===== src/rtl/interp_frame_player.sv =====
// Playback reader for the resampler's output RAM: waits for a finished frame, serves one
// sample per DAC strobe, requests the next frame when exhausted and substitutes silence on underrun.
module interp_frame_player #(
  parameter int DATA_WIDTH = 16,
  parameter int ADDR_WIDTH = 10
) (
  input  logic                  clk,
  input  logic                  rst_n,
  input  logic                  enable,
  input  logic [ADDR_WIDTH-1:0] frame_len,
  input  logic                  frame_done,
  output logic                  frame_req,
  output logic [ADDR_WIDTH-1:0] rd_addr,
  input  logic [DATA_WIDTH-1:0] rd_data,
  input  logic                  sample_req,
  output logic [DATA_WIDTH-1:0] sample_out,
  output logic                  sample_valid,
  output logic                  busy,
  output logic [15:0]           underrun_cnt,
  output logic [1:0]            dbg_state
);

  // Strobe protocol: frame_done, frame_req, sample_req and sample_valid are single-cycle
  // pulses with no back-pressure; sample_valid follows its sample_req by exactly one clock.
  typedef enum logic [1:0] {
    S_IDLE = 2'd0,
    S_REQ  = 2'd1,
    S_WAIT = 2'd2,
    S_PLAY = 2'd3
  } state_t;

  state_t                r_state;
  state_t                w_next;
  logic [ADDR_WIDTH-1:0] r_idx;
  logic [ADDR_WIDTH-1:0] r_len;
  logic [DATA_WIDTH-1:0] r_sample_out;
  logic                  r_sample_valid;
  logic                  r_frame_req;
  logic                  r_busy;
  logic [15:0]           r_underrun_cnt;
  logic                  w_serve;
  logic                  w_underrun;
  logic                  w_last;
  logic                  w_load;

  assign w_last     = (r_idx == r_len);
  assign w_serve    = enable && sample_req && (r_state == S_PLAY);
  assign w_underrun = enable && sample_req && ((r_state == S_REQ) || (r_state == S_WAIT));
  assign w_load     = enable && frame_done && (r_state == S_WAIT);

  always_comb begin
    w_next = r_state;
    case (r_state)
      S_IDLE:  if (enable) w_next = S_REQ;
      S_REQ:   w_next = S_WAIT;
      S_WAIT:  if (frame_done) w_next = S_PLAY;
      S_PLAY:  if (sample_req && w_last) w_next = S_REQ;
      default: w_next = S_IDLE;
    endcase
    if (!enable) w_next = S_IDLE;
  end

  always_ff @(posedge clk or negedge rst_n) begin
    if (!rst_n) r_state <= S_IDLE;
    else        r_state <= w_next;
  end

  // The read address is the play index itself, so RAM data is settled well before the next strobe.
  always_ff @(posedge clk or negedge rst_n) begin
    if (!rst_n) begin
      r_idx <= '0;
      r_len <= '0;
    end else if (!enable) begin
      r_idx <= '0;
    end else if (w_load) begin
      r_idx <= '0;
      r_len <= frame_len;
    end else if (w_serve && !w_last) begin
      r_idx <= r_idx + 1'b1;
    end
  end

  always_ff @(posedge clk or negedge rst_n) begin
    if (!rst_n) begin
      r_sample_out   <= '0;
      r_sample_valid <= 1'b0;
      r_frame_req    <= 1'b0;
      r_busy         <= 1'b0;
    end else begin
      r_sample_valid <= w_serve || w_underrun;
      r_frame_req    <= enable && (r_state == S_REQ);
      r_busy         <= enable && (r_state == S_PLAY);
      if (!enable || w_underrun) r_sample_out <= '0;
      else if (w_serve)          r_sample_out <= rd_data;
    end
  end

  always_ff @(posedge clk or negedge rst_n) begin
    if (!rst_n)                                     r_underrun_cnt <= '0;
    else if (w_underrun && r_underrun_cnt != 16'hFFFF) r_underrun_cnt <= r_underrun_cnt + 16'd1;
  end

  assign frame_req    = r_frame_req;
  assign rd_addr      = r_idx;
  assign sample_out   = r_sample_out;
  assign sample_valid = r_sample_valid;
  assign busy         = r_busy;
  assign underrun_cnt = r_underrun_cnt;
  assign dbg_state    = r_state;

endmodule


===== config.mk =====
export PLATFORM = sky130hd
export DESIGN_NAME = interp_frame_player
export DESIGN_NICKNAME = d
export VERILOG_FILES = /design/src/rtl/interp_frame_player.sv
export SDC_FILE = /design/constraint.sdc
export NUM_CORES = 1
export LEC_CHECK = 0
export BUFFER_PORTS_ARGS = -buffer_cell sky130_fd_sc_hd__clkbuf_2
export CAP_MARGIN = 40
export CORE_MARGIN = 2
export CORE_UTILIZATION = 50
export DETAILED_ROUTE_END_ITERATION = 10
export GPL_TIMING_DRIVEN = 0
export PLACE_DENSITY = 0.75
export SYNTH_ARGS = -nofsm -noshare
export SYNTH_HDL_FRONTEND = slang
export SYNTH_SLANG_ARGS = --single-unit

===== constraint.sdc =====
create_clock -name clk -period 2.14 [get_ports clk]
set_input_delay 0.321 -clock clk [delete_from_list [all_inputs] [get_ports clk]]
set_output_delay 0.321 -clock clk [all_outputs]
set_load 0.02 [all_outputs]

==> impl_results.html, run 1 <==
<table>
<tr><th>Metric</th><th>Value</th></tr>
<tr><th colspan="2">Status</th></tr>
<tr><td>Status</td><td>finished, final reports clean</td></tr>
<tr><th colspan="2">Global routing</th></tr>
<tr><td>Leftover overflow at the end of global routing</td><td>0</td></tr>
<tr><td>Largest net degree at the start of global routing</td><td>58</td></tr>
<tr><td>Initial antenna violation count</td><td>0</td></tr>
<tr><td>All-layer global routing usage</td><td>20.1%</td></tr>
<tr><td>First-pass GRT wire length</td><td>9430 um</td></tr>
<tr><td>Number of global-route vias before repair</td><td>1,970</td></tr>
<tr><th colspan="2">Timing</th></tr>
<tr><td>Worst Hold Slack</td><td>80.4 ps</td></tr>
<tr><td>Post-Route Skew</td><td>4.95 ps</td></tr>
<tr><td>Remaining max-slew budget at the tightest pin</td><td>50.6%</td></tr>
<tr><td>Period Utilization, post-route</td><td>92.1%</td></tr>
<tr><td>Number of endpoints failing setup at the final stage</td><td>0</td></tr>
<tr><td>Worst-margin pin slew</td><td>741 ps</td></tr>
<tr><td>Peak Freq</td><td>507 MHz</td></tr>
<tr><td>Total Neg Setup Slack</td><td>0 ps</td></tr>
<tr><td>Period minus WS final</td><td>1970 ps</td></tr>
<tr><td>Final Max Slew Viols</td><td>0</td></tr>
<tr><td>Unrepaired setup endpoints after global routing</td><td>no</td></tr>
<tr><td>Final hold vios</td><td>0</td></tr>
<tr><th colspan="2">Floorplanning</th></tr>
<tr><td>Height of the chip</td><td>77.9 um</td></tr>
<tr><td>Count of boundary I/O pins</td><td>78</td></tr>
<tr><td>Initial standard-cell utilization of the core</td><td>52.5%</td></tr>
<tr><td>Floorplan die width</td><td>77.9 um</td></tr>
<tr><td>Area of the core</td><td>0.00520 mm^2</td></tr>
<tr><td>Die area</td><td>0.00608 mm^2</td></tr>
<tr><td>Rows</td><td>26</td></tr>
<tr><th colspan="2">Clock network</th></tr>
<tr><td>Worst skew pair latency</td><td>330 ps</td></tr>
<tr><td>Hold Buf Count CTS</td><td>0</td></tr>
<tr><td>TritonCTS clock tree</td><td>yes</td></tr>
<tr><td>Root buffer cell</td><td>sky130_fd_sc_hd__clkbuf_8</td></tr>
<tr><td>Clock transition at the registers of the reported paths</td><td>60 ps</td></tr>
<tr><td>Total number of H-tree levels</td><td>3</td></tr>
<tr><td>TritonCTS buffer count</td><td>9</td></tr>
<tr><td>Maximum clock path buffer count</td><td>2</td></tr>
<tr><td>Sinks on Clock Net</td><td>57</td></tr>
<tr><th colspan="2">Routing</th></tr>
<tr><td>Overall via count from detail_route</td><td>2,128</td></tr>
<tr><td>Avg Vias per Cell</td><td>5.31</td></tr>
<tr><td>Detailed-route DRC error count</td><td>0</td></tr>
<tr><td>Number of routed nets with antenna violations</td><td>0</td></tr>
<tr><td>WL/cell</td><td>14.0 um</td></tr>
<tr><td>Iteration-0 DRC Markers</td><td>118</td></tr>
<tr><td>Routed wire length</td><td>5610 um</td></tr>
<tr><td>Total iterations of the first detailed-routing run</td><td>4</td></tr>
<tr><th colspan="2">Synthesis</th></tr>
<tr><td>Number of warning messages in the yosys log</td><td>0</td></tr>
<tr><td>Top flip-flop cell by instance count after synthesis</td><td>sky130_fd_sc_hd__dfrtp_1</td></tr>
<tr><td>Post-synth design cell area</td><td>0.00273 mm^2</td></tr>
<tr><td>Post-synthesis async set-or-reset flop share</td><td>100%</td></tr>
<tr><td>Sequential element share of the synthesized area</td><td>52.2%</td></tr>
<tr><td>Flip-flop and latch count after synthesis</td><td>57</td></tr>
<tr><td>Mapped Avg Cell Area</td><td>11.4 um^2</td></tr>
<tr><td>Synthesized net count</td><td>276</td></tr>
<tr><td>Post-synth EDFFs</td><td>0</td></tr>
<tr><td>Count of different cell masters after synthesis</td><td>39</td></tr>
<tr><td>Gate count after technology mapping</td><td>239</td></tr>
<tr><th colspan="2">Pwr</th></tr>
<tr><td>Power per Cell Area</td><td>964 mW/mm^2</td></tr>
<tr><td>Peak VDD IR</td><td>791 uV</td></tr>
<tr><td>Leak</td><td>1.79 nW</td></tr>
<tr><th colspan="2">Worst setup path</th></tr>
<tr><td>Required arrival time at the worst endpoint</td><td>2400 ps</td></tr>
<tr><td>Depth of the most critical reg-to-reg path</td><td>7</td></tr>
<tr><td>Startpoint types</td><td>flip-flop</td></tr>
<tr><td>Worst Setup End Kind</td><td>flip-flop</td></tr>
<tr><td>Critical Path Fanout Max</td><td>7</td></tr>
<tr><td>Arrival time of data at the critical path endpoint</td><td>2230 ps</td></tr>
<tr><td>Crit Path Category</td><td>flip-flop to flip-flop</td></tr>
<tr><th colspan="2">Placed design</th></tr>
<tr><td>Placer congestion estimate</td><td>0.824</td></tr>
<tr><td>Number of buffer cells added on primary ports</td><td>76</td></tr>
<tr><td>Detail Placement HPWL</td><td>4050 um</td></tr>
<tr><td>Dpl cells</td><td>385</td></tr>
<tr><th colspan="2">Cells and area</th></tr>
<tr><td>Most used cells in the layout excluding fill and tap cells</td><td>76 x sky130_fd_sc_hd__clkbuf_2, 56 x sky130_fd_sc_hd__dfrtp_1, 22 x sky130_fd_sc_hd__nand2_1</td></tr>
<tr><td>Nets@finish</td><td>363</td></tr>
<tr><td>Area growth from synthesis to final layout</td><td>26.4%</td></tr>
<tr><td># fillers</td><td>416</td></tr>
<tr><td>Antenna diodes</td><td>0</td></tr>
<tr><td>Leading cell type in the layout, fill and taps excluded</td><td>sky130_fd_sc_hd__clkbuf_2</td></tr>
<tr><td>Fraction of final layout cells with drive strength greater than 1</td><td>36.9%</td></tr>
<tr><td>Number of standard cells in the final layout excluding fillers</td><td>401</td></tr>
<tr><th colspan="2">Min path</th></tr>
<tr><td>Worst hold path type</td><td>input pin to async pin</td></tr>
<tr><th colspan="2">Run</th></tr>
<tr><td>Maximum Capacitance Violations</td><td>0</td></tr>
</table>
## flip-flops by register name, indices dropped and copies added (netlist names)
name          flops
busy              1
dbg_state         2
frame_req         1
r_len            10
rd_addr          10
sample_out       16
sample_valid      1
underrun_cnt     16
## worst max-delay path, cell delays in order, from the launching register on
cell and delay, ps:
sky130_fd_sc_hd__dfrtp_2 430, sky130_fd_sc_hd__inv_1 60, sky130_fd_sc_hd__ha_1 340, sky130_fd_sc_hd__nand3b_1 280, sky130_fd_sc_hd__nor3_2 240, sky130_fd_sc_hd__o31ai_2 150, sky130_fd_sc_hd__nor3_1 220, sky130_fd_sc_hd__xor2_1 170
## final timing paths
kind	from	end	slack [ps]
setup reg to reg	dbg_state[0]$_DFFE_PN0P_	underrun_cnt[15]$_DFFE_PN0P_	170
min in group clk	rd_data[7]	sample_out[7]$_DFFE_PN0P_	200
setup / recovery	dbg_state[0]$_DFFE_PN0P_	underrun_cnt[15]$_DFFE_PN0P_	170
hold / removal	rst_n	frame_req$_DFF_PN0_	80
max in group asynchronous	rst_n	dbg_state[0]$_DFFE_PN0P_	1550
hold reg to reg	underrun_cnt[6]$_DFFE_PN0P_	underrun_cnt[6]$_DFFE_PN0P_	490
## cell usage after synthesis (all sizes together) (6+ instances only)
| master | count | area (um^2) |
|---|---|---|
| nand2b | 6 | 37.5 |
| a21oi | 6 | 30.0 |
| mux2 | 13 | 146 |
| nor2 | 13 | 48.8 |
| xnor2 | 9 | 78.8 |
| inv | 7 | 26.3 |
| and3 | 6 | 38.8 |
| nand2 | 22 | 82.6 |
| xor2 | 15 | 139 |
| nand3 | 13 | 77.6 |
| ha | 6 | 75.1 |
| a22o | 16 | 140 |
| nand4 | 8 | 50.1 |
| dfrtp | 57 | 1430 |
## metrics by stage
stage	util, %	area, um^2	setup slack (ps)	total power, mW
floorplan	-	2730	201	2.00
global placement	61.5	3200	1.04	2.21
detailed placement	61.6	3200	-19.4	2.25
CTS	66.0	3430	61.2	3.35
global route	66.4	3460	3.41	3.54
finish	66.4	3460	170	3.33
## kinds of logic (layout without fill, tap and decap cells)
logic type | Yosys count | in the layout | synth area share, %
xor gates and xnor gates | 24 | 24 | 7.96
adders and majority gates | 6 | 6 | 2.75
DFF | 57 | 57 | 52.2
muxes | 17 | 17 | 6.82
and+or+nand+nor | 87 | 87 | 18.2
buffers and inverters | 14 | 106 | 2.24
AOI/OAI and AO/OA | 34 | 34 | 9.89
## per-layer routing
layer  GRT usage, %  up-vias  routed length [um]
met2           30.8       63                2620
met4           7.37        0                  78
met5              0        -                   0
met3           5.93        8                 342
li1               -     1032                   -
met1           27.0     1025                2570
## layout make-up
class,instances,area [um^2],area share [%]
Sequential cell,57,1430,41.3
Timing Repair Buffer,77,390,11.3
Clock inverter,1,30.0,0.869
Buffer,6,32.5,0.941
Clock buffer,15,196,5.68
Multi-Input combinational cell,168,1260,36.6
Tap cell,70,87.6,2.53
Inverter,7,26.3,0.760
## power by group
part,leakage [nW],switching [mW],total [mW],internal (mW)
sequential,0.767,0.149,1.40,1.25
clock,0.116,0.402,1.10,0.698
combinational,0.910,0.475,0.832,0.357
total,1.79,1.03,3.33,2.31
## what timing repair did
item,4_1_cts,5_1_grt
resized for setup,1,6
setup endpoints to repair,10,14
buffers inserted,0,1
pin swaps,0,1
(Power assumes the default switching activity.)
==> run 2: changes to the inputs <==
CELL_PAD_IN_SITES_DETAIL_PLACEMENT = 0   (was default)
CELL_PAD_IN_SITES_GLOBAL_PLACEMENT = 1   (was default)
CORE_UTILIZATION = 40   (was 50)
CTS_CLUSTER_SIZE = 28   (was default)
PLACE_DENSITY = 0.77   (was 0.75)
==> run 2 against run 1 <==
- total power up 0.14%
- register-to-register slack worse by 60 ps
- sequential power about the same
==> impl_results.html, run 2 (synthesized netlist as in run 1, its figures left out) <==
<table>
<tr><th>Metric</th><th>Value</th></tr>
<tr><th colspan="2">Floorplanning</th></tr>
<tr><td>Floorplan die width</td><td>86.7 um</td></tr>
<tr><td>Area of the core</td><td>0.00672 mm^2</td></tr>
<tr><td>Rows</td><td>30</td></tr>
<tr><td>Die area</td><td>0.00751 mm^2</td></tr>
<tr><td>Count of boundary I/O pins</td><td>78</td></tr>
<tr><td>Height of the chip</td><td>86.7 um</td></tr>
<tr><td>Initial standard-cell utilization of the core</td><td>40.7%</td></tr>
<tr><th colspan="2">Run</th></tr>
<tr><td>Maximum Capacitance Violations</td><td>0</td></tr>
<tr><th colspan="2">Routing</th></tr>
<tr><td>Overall via count from detail_route</td><td>2,140</td></tr>
<tr><td>Detailed-route DRC error count</td><td>0</td></tr>
<tr><td>Iteration-0 DRC Markers</td><td>130</td></tr>
<tr><td>Total iterations of the first detailed-routing run</td><td>4</td></tr>
<tr><td>Avg Vias per Cell</td><td>5.19</td></tr>
<tr><td>WL/cell</td><td>14.6 um</td></tr>
<tr><td>Number of routed nets with antenna violations</td><td>0</td></tr>
<tr><td>Routed wire length</td><td>6000 um</td></tr>
<tr><th colspan="2">Clock network</th></tr>
<tr><td>Worst skew pair latency</td><td>330 ps</td></tr>
<tr><td>Root buffer cell</td><td>sky130_fd_sc_hd__clkbuf_8</td></tr>
<tr><td>Hold Buf Count CTS</td><td>0</td></tr>
<tr><td>Sinks on Clock Net</td><td>57</td></tr>
<tr><td>Total number of H-tree levels</td><td>3</td></tr>
<tr><td>Maximum clock path buffer count</td><td>2</td></tr>
<tr><td>TritonCTS buffer count</td><td>9</td></tr>
<tr><td>Clock transition at the registers of the reported paths</td><td>70 ps</td></tr>
<tr><td>TritonCTS clock tree</td><td>yes</td></tr>
<tr><th colspan="2">Timing</th></tr>
<tr><td>Post-Route Skew</td><td>6.83 ps</td></tr>
<tr><td>Period minus WS final</td><td>2030 ps</td></tr>
<tr><td>Final Max Slew Viols</td><td>0</td></tr>
<tr><td>Worst-margin pin slew</td><td>779 ps</td></tr>
<tr><td>Final hold vios</td><td>0</td></tr>
<tr><td>Peak Freq</td><td>492 MHz</td></tr>
<tr><td>Number of endpoints failing setup at the final stage</td><td>0</td></tr>
<tr><td>Period Utilization, post-route</td><td>94.9%</td></tr>
<tr><td>Remaining max-slew budget at the tightest pin</td><td>48.1%</td></tr>
<tr><td>Worst Hold Slack</td><td>83.8 ps</td></tr>
<tr><td>Worst setup margin</td><td>109 ps</td></tr>
<tr><th colspan="2">Worst setup path</th></tr>
<tr><td>Depth of the most critical reg-to-reg path</td><td>7</td></tr>
<tr><td>Worst reg2reg endpoint</td><td>underrun_cnt[15]$_DFFE_PN0P_</td></tr>
<tr><td>Startpoint types</td><td>flip-flop</td></tr>
<tr><td>Worst Setup End Kind</td><td>flip-flop</td></tr>
<tr><td>Launching instance or port of the critical path</td><td>dbg_state[0]$_DFFE_PN0P_</td></tr>
<tr><td>Buffering stage count on the worst path with inverters included</td><td>1</td></tr>
<tr><td>Crit Path Category</td><td>flip-flop to flip-flop</td></tr>
<tr><td>Critical Path Fanout Max</td><td>7</td></tr>
<tr><td>Critical path's largest stage delay</td><td>430 ps</td></tr>
<tr><td>Crit-path leading delay family</td><td>simple AND/OR/NAND/NOR gates</td></tr>
<tr><td>Required arrival time at the worst endpoint</td><td>2400 ps</td></tr>
<tr><td>Arrival time of data at the critical path endpoint</td><td>2290 ps</td></tr>
<tr><td>CP max stage cell</td><td>sky130_fd_sc_hd__dfrtp_2</td></tr>
<tr><td>Startpoint of the most critical register-to-register path</td><td>dbg_state[0]$_DFFE_PN0P_</td></tr>
<tr><td>Series of cell instances along the critical path</td><td>inv_1, ha_1, nand3b_1, nor3_2, o31ai_2, nor3_1, xor2_1</td></tr>
<tr><td>Slack of the worst reg-to-reg path</td><td>110 ps</td></tr>
<tr><th colspan="2">Pwr</th></tr>
<tr><td>Leak</td><td>1.79 nW</td></tr>
<tr><td>Peak VDD IR</td><td>359 uV</td></tr>
<tr><td>Power per Cell Area</td><td>962 mW/mm^2</td></tr>
<tr><td>Total power of the final layout</td><td>3.34 mW</td></tr>
<tr><th colspan="2">Global routing</th></tr>
<tr><td>Largest net degree at the start of global routing</td><td>58</td></tr>
<tr><td>First-pass GRT wire length</td><td>9770 um</td></tr>
<tr><td>Initial antenna violation count</td><td>0</td></tr>
<tr><td>Number of global-route vias before repair</td><td>2,003</td></tr>
<tr><td>All-layer global routing usage</td><td>16.9%</td></tr>
<tr><td>Leftover overflow at the end of global routing</td><td>0</td></tr>
<tr><th colspan="2">Cells and area</th></tr>
<tr><td>Fraction of final layout cells with drive strength greater than 1</td><td>37.0%</td></tr>
<tr><td>Post-Layout Inst Area</td><td>0.00347 mm^2</td></tr>
<tr><td>Final cell utilization of the core</td><td>51.6%</td></tr>
<tr><td>Leading cell type in the layout, fill and taps excluded</td><td>sky130_fd_sc_hd__clkbuf_2</td></tr>
<tr><td>Nets@finish</td><td>364</td></tr>
<tr><td>Most used cells in the layout excluding fill and tap cells</td><td>75 x sky130_fd_sc_hd__clkbuf_2, 56 x sky130_fd_sc_hd__dfrtp_1, 22 x sky130_fd_sc_hd__nand2_1</td></tr>
<tr><td>Area growth from synthesis to final layout</td><td>26.8%</td></tr>
<tr><td>Antenna diodes</td><td>0</td></tr>
<tr><th colspan="2">Placed design</th></tr>
<tr><td>Number of buffer cells added on primary ports</td><td>76</td></tr>
<tr><td>Detail Placement HPWL</td><td>4200 um</td></tr>
<tr><td>Placer congestion estimate</td><td>0.770</td></tr>
<tr><td>Worst setup slack before clock tree synthesis</td><td>-26.4 ps</td></tr>
<tr><td>Placement Cell Area</td><td>0.00322 mm^2</td></tr>
<tr><th colspan="2">Min path</th></tr>
<tr><td>Worst hold path type</td><td>input pin to async pin</td></tr>
<tr><th colspan="2">Status</th></tr>
<tr><td>Status</td><td>finished, final reports clean</td></tr>
</table>
-- run 2: final cells by class --
class                           instances  area, um^2
Buffer                                  6        31.3
Clock buffer                            9         124
Clock inverter                          7        95.1
Fill cell                             611        3250
Inverter                                7        26.3
Multi-Input combinational cell        168        1260
Sequential cell                        57        1430
Tap cell                               80         100
Timing Repair Buffer                   78         398
-- run 2: worst reg2reg max path, delay by kind of cell, from the launching register on --
kind	cells	cell delay (ps)
AOI/OAI and AO/OA	1	160
DFF	1	430
and+or+nand+nor	3	780
buffers and inverters	1	60
adders and majority gates	1	350
xor gates and xnor gates	1	170
-- run 2: per-stage QoR --
step | TNS (ps) | std cells
floorplan | 0 | 239
global placement | 0 | 395
detailed placement | -195 | 395
CTS | 0 | 411
global route | -18.4 | 412
finish | 0 | 412
-- run 2: per-layer routing --
metal	share of wire [%]	vias to the layer above	GRT usage (%)
met3	5.1	8	3.90
met1	46	1033	23.1
li1	-	1037	-
met2	47	62	24.9
met5	0	-	0
met4	1.8	0	8.95
-- run 2: how the worst max path moves through the flow --
stage / to / slack (ps) / depth (start not counted)
after floorplan: dbg_state[0]$_DFFE_PN0P_ / 200 / 6
after global placement: sample_out[13]$_DFFE_PN0P_ / 30 / 6
after detailed placement: sample_out[1]$_DFFE_PN0P_ / -30 / 6
after CTS: underrun_cnt[11]$_DFFE_PN0P_ / 50 / 7
after global routing: underrun_cnt[11]$_DFFE_PN0P_ / -20 / 7
final: underrun_cnt[15]$_DFFE_PN0P_ / 110 / 7
-- run 2: timing repair --
item,4_1_cts,5_1_grt
buffers inserted,0,2
pin swaps,0,1
endpoints found under the setup margin,11,12
endpoints found under the hold margin,0,0
gates resized for setup,2,3
-- run 2: power breakdown --
part	switching, mW	internal, mW
combinational	0.474	0.359
clock	0.454	0.654
sequential	0.145	1.25
